==> config.mk <==
export PLATFORM = sky130hd
export DESIGN_NAME = systolic_matmul
export DESIGN_NICKNAME = d
export VERILOG_FILES = /design/src/rtl/systolic_matmul.sv
export SDC_FILE = /design/constraint.sdc
export NUM_CORES = 2
export LEC_CHECK = 0
export ABC_AREA = 1
export BUFFER_PORTS_ARGS = -buffer_cell sky130_fd_sc_hd__buf_2
export CAP_MARGIN = 5
export CORE_ASPECT_RATIO = 1.2
export CORE_MARGIN = 4
export CORE_UTILIZATION = 50
export DETAILED_ROUTE_END_ITERATION = 7
export PLACE_DENSITY = 0.72
export REMOVE_ABC_BUFFERS = 1
export SETUP_SLACK_MARGIN = 0.3
export SYNTH_ARGS = -nofsm -noshare
export SYNTH_HDL_FRONTEND = slang
export SYNTH_SLANG_ARGS = --single-unit
==> constraint.sdc <==
create_clock -name CLK -period 5.5 [get_ports CLK]
set_input_delay 1.1 -clock CLK [delete_from_list [all_inputs] [get_ports CLK]]
set_output_delay 1.1 -clock CLK [all_outputs]
set_load 0.01 [all_outputs]
==> src/rtl/systolic_matmul.sv <==
// Output-stationary NxN systolic matrix multiplier: C = A(NxK) x B(KxN).
// Operands are skewed into the grid, accumulated in place, then streamed out row-major.
module systolic_matmul #(
    parameter int N      = 3,
    parameter int K      = 3,
    parameter int DW     = 8,
    parameter int SIGNED = 0,
    localparam int ACCW  = 2 * DW + $clog2(K)
) (
    input  logic              CLK,
    input  logic              RST_N,
    input  logic              start,
    input  logic [N*DW-1:0]   a_col,
    input  logic [N*DW-1:0]   b_row,
    input  logic              in_valid,
    output logic              in_ready,
    output logic [ACCW-1:0]   res_data,
    output logic              res_valid,
    input  logic              res_ready,
    output logic              res_last,
    output logic              busy,
    output logic              done
);

    localparam int EXTW = ACCW - 2 * DW;
    localparam int NN   = N * N;
    localparam int BW   = $clog2(K + 1);
    localparam int DCW  = $clog2(2 * N);
    localparam int OW   = (NN > 1) ? $clog2(NN) : 1;

    typedef enum logic [1:0] {
        S_IDLE,
        S_LOAD,
        S_DRAIN,
        S_OUT
    } state_t;

    state_t          state_q;
    logic [BW-1:0]   beat_cnt_q;
    logic [DCW-1:0]  drain_cnt_q;
    logic [OW-1:0]   out_idx_q;
    logic [OW-1:0]   nxt_idx;
    logic            in_ready_q;
    logic            res_valid_q;
    logic            res_last_q;
    logic            busy_q;
    logic            done_q;
    logic [ACCW-1:0] res_data_q;

    logic beat_v;
    logic acc_clr;

    // Skew shift registers, array edge inputs and the PE pipeline registers
    logic [DW-1:0]   a_sk_q   [N][N];
    logic            a_sk_v_q [N][N];
    logic [DW-1:0]   b_sk_q   [N][N];
    logic            b_sk_v_q [N][N];
    logic [DW-1:0]   a_edge   [N];
    logic            a_edge_v [N];
    logic [DW-1:0]   b_edge   [N];
    logic            b_edge_v [N];
    logic [DW-1:0]   a_q      [N][N];
    logic            av_q     [N][N];
    logic [DW-1:0]   b_q      [N][N];
    logic            bv_q     [N][N];
    logic [DW-1:0]   pe_a     [N][N];
    logic            pe_av    [N][N];
    logic [DW-1:0]   pe_b     [N][N];
    logic            pe_bv    [N][N];
    logic [ACCW-1:0] acc_q    [NN];
    logic [ACCW-1:0] acc_d    [NN];

    assign beat_v  = in_valid && in_ready_q;
    assign acc_clr = (state_q == S_IDLE) && start;
    assign nxt_idx = out_idx_q + OW'(1);

    genvar gi, gj;

    generate
        for (gi = 0; gi < N; gi++) begin : g_skew
            if (gi == 0) begin : g_direct
                assign a_edge[gi]   = a_col[gi*DW +: DW];
                assign a_edge_v[gi] = beat_v;
                assign b_edge[gi]   = b_row[gi*DW +: DW];
                assign b_edge_v[gi] = beat_v;
            end else begin : g_delayed
                assign a_edge[gi]   = a_sk_q[gi][gi-1];
                assign a_edge_v[gi] = a_sk_v_q[gi][gi-1];
                assign b_edge[gi]   = b_sk_q[gi][gi-1];
                assign b_edge_v[gi] = b_sk_v_q[gi][gi-1];
            end

            for (gj = 0; gj < N; gj++) begin : g_stage
                always_ff @(posedge CLK) begin
                    if (!RST_N) begin
                        a_sk_q[gi][gj]   <= '0;
                        a_sk_v_q[gi][gj] <= 1'b0;
                        b_sk_q[gi][gj]   <= '0;
                        b_sk_v_q[gi][gj] <= 1'b0;
                    end else if (gj == 0) begin
                        a_sk_q[gi][gj]   <= a_col[gi*DW +: DW];
                        a_sk_v_q[gi][gj] <= beat_v;
                        b_sk_q[gi][gj]   <= b_row[gi*DW +: DW];
                        b_sk_v_q[gi][gj] <= beat_v;
                    end else begin
                        a_sk_q[gi][gj]   <= a_sk_q[gi][(gj > 0) ? gj - 1 : 0];
                        a_sk_v_q[gi][gj] <= a_sk_v_q[gi][(gj > 0) ? gj - 1 : 0];
                        b_sk_q[gi][gj]   <= b_sk_q[gi][(gj > 0) ? gj - 1 : 0];
                        b_sk_v_q[gi][gj] <= b_sk_v_q[gi][(gj > 0) ? gj - 1 : 0];
                    end
                end
            end
        end

        for (gi = 0; gi < N; gi++) begin : g_row
            for (gj = 0; gj < N; gj++) begin : g_pe
                logic [2*DW-1:0] ax;
                logic [2*DW-1:0] bx;
                logic [2*DW-1:0] prod;
                logic [ACCW-1:0] prod_x;

                if (gj == 0) begin : g_a_edge
                    assign pe_a[gi][gj]  = a_edge[gi];
                    assign pe_av[gi][gj] = a_edge_v[gi];
                end else begin : g_a_left
                    assign pe_a[gi][gj]  = a_q[gi][gj-1];
                    assign pe_av[gi][gj] = av_q[gi][gj-1];
                end

                if (gi == 0) begin : g_b_edge
                    assign pe_b[gi][gj]  = b_edge[gj];
                    assign pe_bv[gi][gj] = b_edge_v[gj];
                end else begin : g_b_up
                    assign pe_b[gi][gj]  = b_q[gi-1][gj];
                    assign pe_bv[gi][gj] = bv_q[gi-1][gj];
                end

                // The low 2*DW bits of a 2*DW-wide product are exact for both encodings
                if (SIGNED != 0) begin : g_sext
                    assign ax = {{DW{pe_a[gi][gj][DW-1]}}, pe_a[gi][gj]};
                    assign bx = {{DW{pe_b[gi][gj][DW-1]}}, pe_b[gi][gj]};
                end else begin : g_zext
                    assign ax = {{DW{1'b0}}, pe_a[gi][gj]};
                    assign bx = {{DW{1'b0}}, pe_b[gi][gj]};
                end
                assign prod = ax * bx;

                if (EXTW == 0) begin : g_noext
                    assign prod_x = prod;
                end else if (SIGNED != 0) begin : g_pext_s
                    assign prod_x = {{EXTW{prod[2*DW-1]}}, prod};
                end else begin : g_pext_u
                    assign prod_x = {{EXTW{1'b0}}, prod};
                end

                assign acc_d[gi*N+gj] = acc_q[gi*N+gj] + prod_x;

                always_ff @(posedge CLK) begin
                    if (!RST_N) begin
                        a_q[gi][gj]     <= '0;
                        av_q[gi][gj]    <= 1'b0;
                        b_q[gi][gj]     <= '0;
                        bv_q[gi][gj]    <= 1'b0;
                        acc_q[gi*N+gj]  <= '0;
                    end else begin
                        a_q[gi][gj]  <= pe_a[gi][gj];
                        av_q[gi][gj] <= pe_av[gi][gj];
                        b_q[gi][gj]  <= pe_b[gi][gj];
                        bv_q[gi][gj] <= pe_bv[gi][gj];
                        if (acc_clr) begin
                            acc_q[gi*N+gj] <= '0;
                        end else if (pe_av[gi][gj] && pe_bv[gi][gj]) begin
                            acc_q[gi*N+gj] <= acc_d[gi*N+gj];
                        end
                    end
                end
            end
        end
    endgenerate

    // DRAIN lasts 2N-1 cycles: the last beat reaches PE(N-1,N-1) 2N-2 edges after it enters
    always_ff @(posedge CLK) begin
        if (!RST_N) begin
            state_q     <= S_IDLE;
            beat_cnt_q  <= '0;
            drain_cnt_q <= '0;
            out_idx_q   <= '0;
            in_ready_q  <= 1'b0;
            res_data_q  <= '0;
            res_valid_q <= 1'b0;
            res_last_q  <= 1'b0;
            busy_q      <= 1'b0;
            done_q      <= 1'b0;
        end else begin
            done_q <= 1'b0;
            case (state_q)
                S_IDLE: begin
                    if (start) begin
                        state_q     <= S_LOAD;
                        in_ready_q  <= 1'b1;
                        busy_q      <= 1'b1;
                        beat_cnt_q  <= '0;
                        drain_cnt_q <= '0;
                        out_idx_q   <= '0;
                    end
                end
                S_LOAD: begin
                    if (beat_v) begin
                        if (beat_cnt_q == BW'(K - 1)) begin
                            state_q     <= S_DRAIN;
                            in_ready_q  <= 1'b0;
                            drain_cnt_q <= '0;
                        end else begin
                            beat_cnt_q <= beat_cnt_q + BW'(1);
                        end
                    end
                end
                S_DRAIN: begin
                    if (drain_cnt_q == DCW'(2 * N - 2)) begin
                        state_q     <= S_OUT;
                        res_valid_q <= 1'b1;
                        res_data_q  <= acc_q[0];
                        res_last_q  <= (NN == 1) ? 1'b1 : 1'b0;
                        out_idx_q   <= '0;
                    end else begin
                        drain_cnt_q <= drain_cnt_q + DCW'(1);
                    end
                end
                S_OUT: begin
                    if (res_ready) begin
                        if (out_idx_q == OW'(NN - 1)) begin
                            state_q     <= S_IDLE;
                            res_valid_q <= 1'b0;
                            res_last_q  <= 1'b0;
                            res_data_q  <= '0;
                            busy_q      <= 1'b0;
                            done_q      <= 1'b1;
                        end else begin
                            out_idx_q  <= nxt_idx;
                            res_data_q <= acc_q[nxt_idx];
                            res_last_q <= (nxt_idx == OW'(NN - 1));
                        end
                    end
                end
                default: state_q <= S_IDLE;
            endcase
        end
    end

    assign in_ready  = in_ready_q;
    assign res_data  = res_data_q;
    assign res_valid = res_valid_q;
    assign res_last  = res_last_q;
    assign busy      = busy_q;
    assign done      = done_q;

endmodule
# Word level (Yosys, flattened, before mapping)
# Memories as Yosys holds them, arrays and structs flattened.
# Cells that the tools add are included.
[word_totals]
latchBits = 0
regBits = 34
n_memories = 9
romBits = 0
ram_bits = 486
[op_classes]
n_bitwise = 90
div_mod_pow = 0
n_eq_ne = 16
n_reduce_logical = 25
n_lt_le_gt_ge = 0
n_addsub = 12
mul = 9
shifts = 0
n_mux = 170
[mem_list]
columns = ["name", "depth", "width", "rd", "rd_clocked_by_memory_dff", "write_ports", "line", "rtl"]
rows = [
  ["acc_q", 9, 18, 10, 0, 9, "70", "logic [ACCW-1:0] acc_q [NN];"],
  ["a_q", 3, 24, 3, 0, 3, "62", "logic [DW-1:0] a_q [N][N];"],
  ["a_sk_q", 3, 24, 3, 0, 3, "54", "logic [DW-1:0] a_sk_q [N][N];"],
  ["b_q", 3, 24, 2, 0, 3, "64", "logic [DW-1:0] b_q [N][N];"],
  ["b_sk_q", 3, 24, 3, 0, 3, "56", "logic [DW-1:0] b_sk_q [N][N];"],
  ["a_sk_v_q", 3, 3, 3, 0, 3, "55", "logic a_sk_v_q [N][N];"],
  ["3 more memories", "-", "-", "-", "-", "-", "-", ""],
]
[ops]
columns = ["cell", "count"]
rows = [
  ["$mux W18", 21],
  ["$mux W8", 36],
  ["$add A18 B16 Y18", 9],
  ["$mul A8 B8 Y16", 9],
  ["$or A1 B1 Y1", 90],
  ["$mux W1", 87],
  ["$pmux W18 S2", 1],
  ["$mux W2", 9],
  ["$ne A2 B2 Y1 const B", 9],
  ["$mux W4", 4],
  ["$reduce_and A4 Y1", 4],
  ["$mux W3", 4],
  ["$pmux W4 S3", 1],
  ["$logic_and A1 B1 Y1", 10],
  ["$reduce_and A5 Y1", 2],
  ["$pmux W3 S3", 1],
  ["$eq A4 B4 Y1 const B", 2],
  ["$pmux W1 S2", 4],
  ["$pmux W2 S4", 1],
  ["$eq A2 B2 Y1 const B", 3],
  ["$reduce_and A3 Y1", 2],
  ["$reduce_and A6 Y1", 1],
  ["$reduce_bool A2 Y1", 3],
  ["$reduce_bool A3 Y1", 2],
  ["other kinds (7)", 7],
]

# Longest topological paths before layout
[logic_depth]
word_depth = 7
mapped_depth = 22
depth_no_buf = 21

# Worst setup path after synthesis
# OpenSTA, ideal clock, no wires.
[synth_timing]
kind = "input -> register"
start = "input a_col[6]"
end = "memory acc_q[0][11] (netlist bit), data pin"
arrival_time_ps = 4463
stages = 17
path_slack_ps = 777
cell_sequence = "clkbuf_1 -> nand2_1 -> fa_1 -> inv_1 -> fa_1 -> fa_1 -> inv_1 -> fa_1 -> inv_1 -> ha_1 -> a21oi_1 -> o21ai_0 -> inv_1 -> nand2_1 -> xor2_1 -> inv_1 -> nor2_1"
[synth_rtl]
columns = ["element", "line", "rtl"]
rows = [
  ["from (decl)", "13", "input logic [N*DW-1:0] a_col,"],
  ["to (decl)", "70", ""],
]

==> metrics.md <==
| Metric | Value |
|---|---|
| Final RePlAce weighted congestion | `roughly 0.93` |
| DP HPWL | `slightly above 80,000 um` |
| Wire length per cell | `between 15 and 20 um` |
| Seq cells post-synth | `roughly 350` |
| Worst Hold Class | `reg -> reg` |
| Antenna diodes | `0` |
| Largest net degree at the start of global routing | `73` |
| Die area | `0.0819 mm^2` |
| Max-cap viol count | `0` |
| Hold Path Stages | `2` |
| CP endpoint kind | `register` |
| RR Startpoint | `a_q[1][21]$_SDFF_PN0_` |
| FMAX | `around 230 MHz` |
| Avg Vias per Cell | `about 5.0` |
| Final net count | `approximately 6,000` |
| Max VDD drop | `0.000252 V` |
| Setup Viol. Count Final | `0` |
| Critical path arrival | `around 4800 ps` |
| Antenna-violating nets left | `0` |
| Dpl cell area | `0.0396 mm^2` |
| Setup repair bufs after CTS | `0` |
| Crit Path Class | `reg -> reg` |
| 1st-iter DRT viols | `between 1,500 and 2,000` |
| Crit-path max FO | `9` |
| Core outline area | `roughly 0.077 mm^2` |
| Clock Tree Root | `clkbuf_16` |
| Clock net sink count | `about 350` |
| Post-synthesis cell area | `about 0.039 mm^2` |
| Asr flop ratio synth | `0` |
| Period utilisation layout | `0.804` |
| I/O pin cnt | `76` |
| Reg2reg setup slack | `~1100 ps` |
| TritonRoute pass-1 iters | `8` |
| First-pass GRT wire length | `about 160,000 um` |
| Resize count post-CTS | `0` |
| Via count | `between 30,000 and 40,000` |
| Crit path launch type | `register` |
| Cell variety after synth | `between 40 and 50` |
| Routed wire length | `slightly above 100,000 um` |
| H-tree lvl count | `2` |
| Sequential Area | `~0.0086 mm^2` |
| Skew-Pair Late Insertion Delay | `620 ps` |
| WP data required | `5850 ps` |
| # DRC | `0` |
| Design area | `0.0411 mm^2` |
| Worst-path clk slew | `60 ps` |
| Worst hold endpoint | `a_sk_q[2][12]$_SDFF_PN0_` |
| Final setup TNS | `0 ps` |
| Leading cell type in the layout, fill and taps excluded | `inv_1` |
| Initial antenna violation count | `1` |
| RSZ-0062 raised after global routing | `false` |
| Row count | `around 110` |
| Min cycle time layout | `between 4000 and 5000 ps` |
| Global route overflow | `0` |
| Area growth from synthesis to layout | `6.17%` |
| CTS buffer count | `44` |
| Pins Over Slew Limit | `0` |
| R2R depth | `16` |
| Initial Utilization | `0.505` |
| Worst-Margin Slew | `1020 ps` |
| Dominant synthesized flop cell | `dfxtp_1` |
| Multi-input gate area | `around 0.023 mm^2` |
| Register area share after synthesis | `0.224` |
| Relative slew slack | `0.314` |
| Hold Violations, Final | `0` |
| Hold path startpoint | `a_sk_q[2][20]$_SDFF_PN0_` |
| Mean Syn Cell Area | `7.40 um^2` |
| Yosys warns | `0` |
| Commonest non-fill, non-tap cells in the layout | `1,555 x inv_1, 1,364 x nand2_1, 450 x fa_1` |
| Hold Buf Count CTS | `0` |
| RR Endpoint | `acc_q[4][17]$_SDFFCE_PN0P_` |
| Clk_skew | `between 30 and 40 ps` |
| Gr usage total | `0.253` |
| Status | `completed` |
| Buffers on Ports | `between 70 and 80` |
| Vias in the first global route | `32,000` |
| Pwr Density | `between 200 and 300 mW/mm^2` |
| Post-synth EDFFs | `approximately 160` |
| Fillers | `slightly above 7,000` |
| Die Ht | `around 310 um` |
| Cells after synthesis | `5,226` |
| Max clock buf depth | `3` |
| TritonCTS clock tree | `done` |
| P_leak | `24.7 nW` |
| Die width | `between 200 and 300 um` |
| Layout cell share with drive strength beyond 1 | `0.0347` |
==> cells by family after synthesis <==
group | share of synthesized area
buffers and inverters | 0.174
DFF | 0.224
adders and majority gates | 0.353
and+or+nand+nor | 0.196
xor gates and xnor gates | 0.00515
AOI/OAI and AO/OA | 0.0488
==> through the flow <==
| stage | util | worst slack [ps] | instances | power (mW) | hold slack [ps] |
|---|---|---|---|---|---|
| final | 0.536 | 1080 | 6203 | 11.5 | 404 |
| after global placement | 0.517 | 485 | 6121 | 8.39 | 392 |
| after floorplan | - | 541 | 5016 | 6.76 | 390 |
| after CTS | 0.536 | 1110 | 6203 | 11.5 | 414 |
| after global routing | 0.536 | 782 | 6203 | 12.4 | 426 |
| after detailed placement | 0.517 | 516 | 6121 | 8.47 | 401 |
==> area by class of cell <==
type,count,area share
Sequential cell,351,0.211
Tap cell,1017,0.0310
Timing Repair Buffer,88,0.0117
Clock inverter,18,0.00387
Inverter,1562,0.143
Multi-Input combinational cell,3103,0.567
Clock buffer,64,0.0324
==> report_power, final <==
| part | internal [mW] | switching [mW] |
|---|---|---|
| logic | 1.54 | 3.45 |
| registers | 3.13 | 0.379 |
| clock network | 1.74 | 1.28 |
==> per-layer routing <==
metal  GRT usage  part of all wire
met1       0.312              0.40
met2       0.437              0.49
met3      0.0255             0.054
met4       0.130             0.059
met5           0           0.00013
==> how the worst max path moves through the flow <==
| stage | start | endpoint | slack (ps) | cells past startpoint |
|---|---|---|---|---|
| after floorplan | out_idx_q[0]$_SDFFE_PN0P_ | res_data[0]$_SDFFE_PN0P_ | 540 | 9 |
| after global placement | a_col[6] | acc_q[0][11]$_SDFFCE_PN0P_ | 490 | 17 |
| after detailed placement | a_col[6] | acc_q[0][11]$_SDFFCE_PN0P_ | 520 | 17 |
| after CTS | a_q[0][21]$_SDFF_PN0_ | acc_q[1][17]$_SDFFCE_PN0P_ | 1110 | 16 |
| after global routing | b_q[0][2]$_SDFF_PN0_ | acc_q[5][12]$_SDFFCE_PN0P_ | 780 | 15 |
| final | a_q[1][21]$_SDFF_PN0_ | acc_q[4][17]$_SDFFCE_PN0P_ | 1080 | 16 |
==> cells in the mapped netlist (10+ instances only) <==
| master | instances | area, um^2 |
|---|---|---|
| fa_1 | 450 | 9010 |
| inv_1 | 1555 | 5840 |
| edfxtp_1 | 162 | 4860 |
| xor2_1 | 10 | 87.6 |
| dfxtp_1 | 189 | 3780 |
| ha_1 | 370 | 4630 |
| buf_2 | 32 | 160 |
| a21o_1 | 10 | 75.1 |
| o21ai_0 | 99 | 495 |
| nand3_1 | 237 | 1190 |
| nand2_1 | 1364 | 5120 |
| nand4_1 | 15 | 93.8 |
| nor3_1 | 14 | 70.1 |
| clkbuf_1 | 170 | 638 |
| nor2_1 | 249 | 935 |
| a21oi_1 | 226 | 1130 |
==> worst max-delay path: stages, from the launching register on <==
cell and delay [ps]:
dfxtp_1 690, nand2_1 140, fa_1 510, inv_1 60, fa_1 500, inv_1 50, fa_1 480, fa_1 490
inv_1 40, ha_1 360, nand3_1 90, nand2_1 210, nand2_1 80, nand2_1 120, nand2_1 90, a21oi_1 180
nor2_1 60
==> flip-flops by register name, summed over array words and instances, names as in the netlist <==
name and cells:
busy 1, av_q 2, acc_q 162, drain_cnt_q 3, a_sk_q 25, out_idx_q 4, a_sk_v_q 5, a_q 47
bv_q 1, res_valid 1, b_q 48, beat_cnt_q 2, res_last 1, b_sk_v_q 3, in_ready 1, state_q 2
res_data 18, done 1, b_sk_q 24
(Power assumes the default switching activity.)
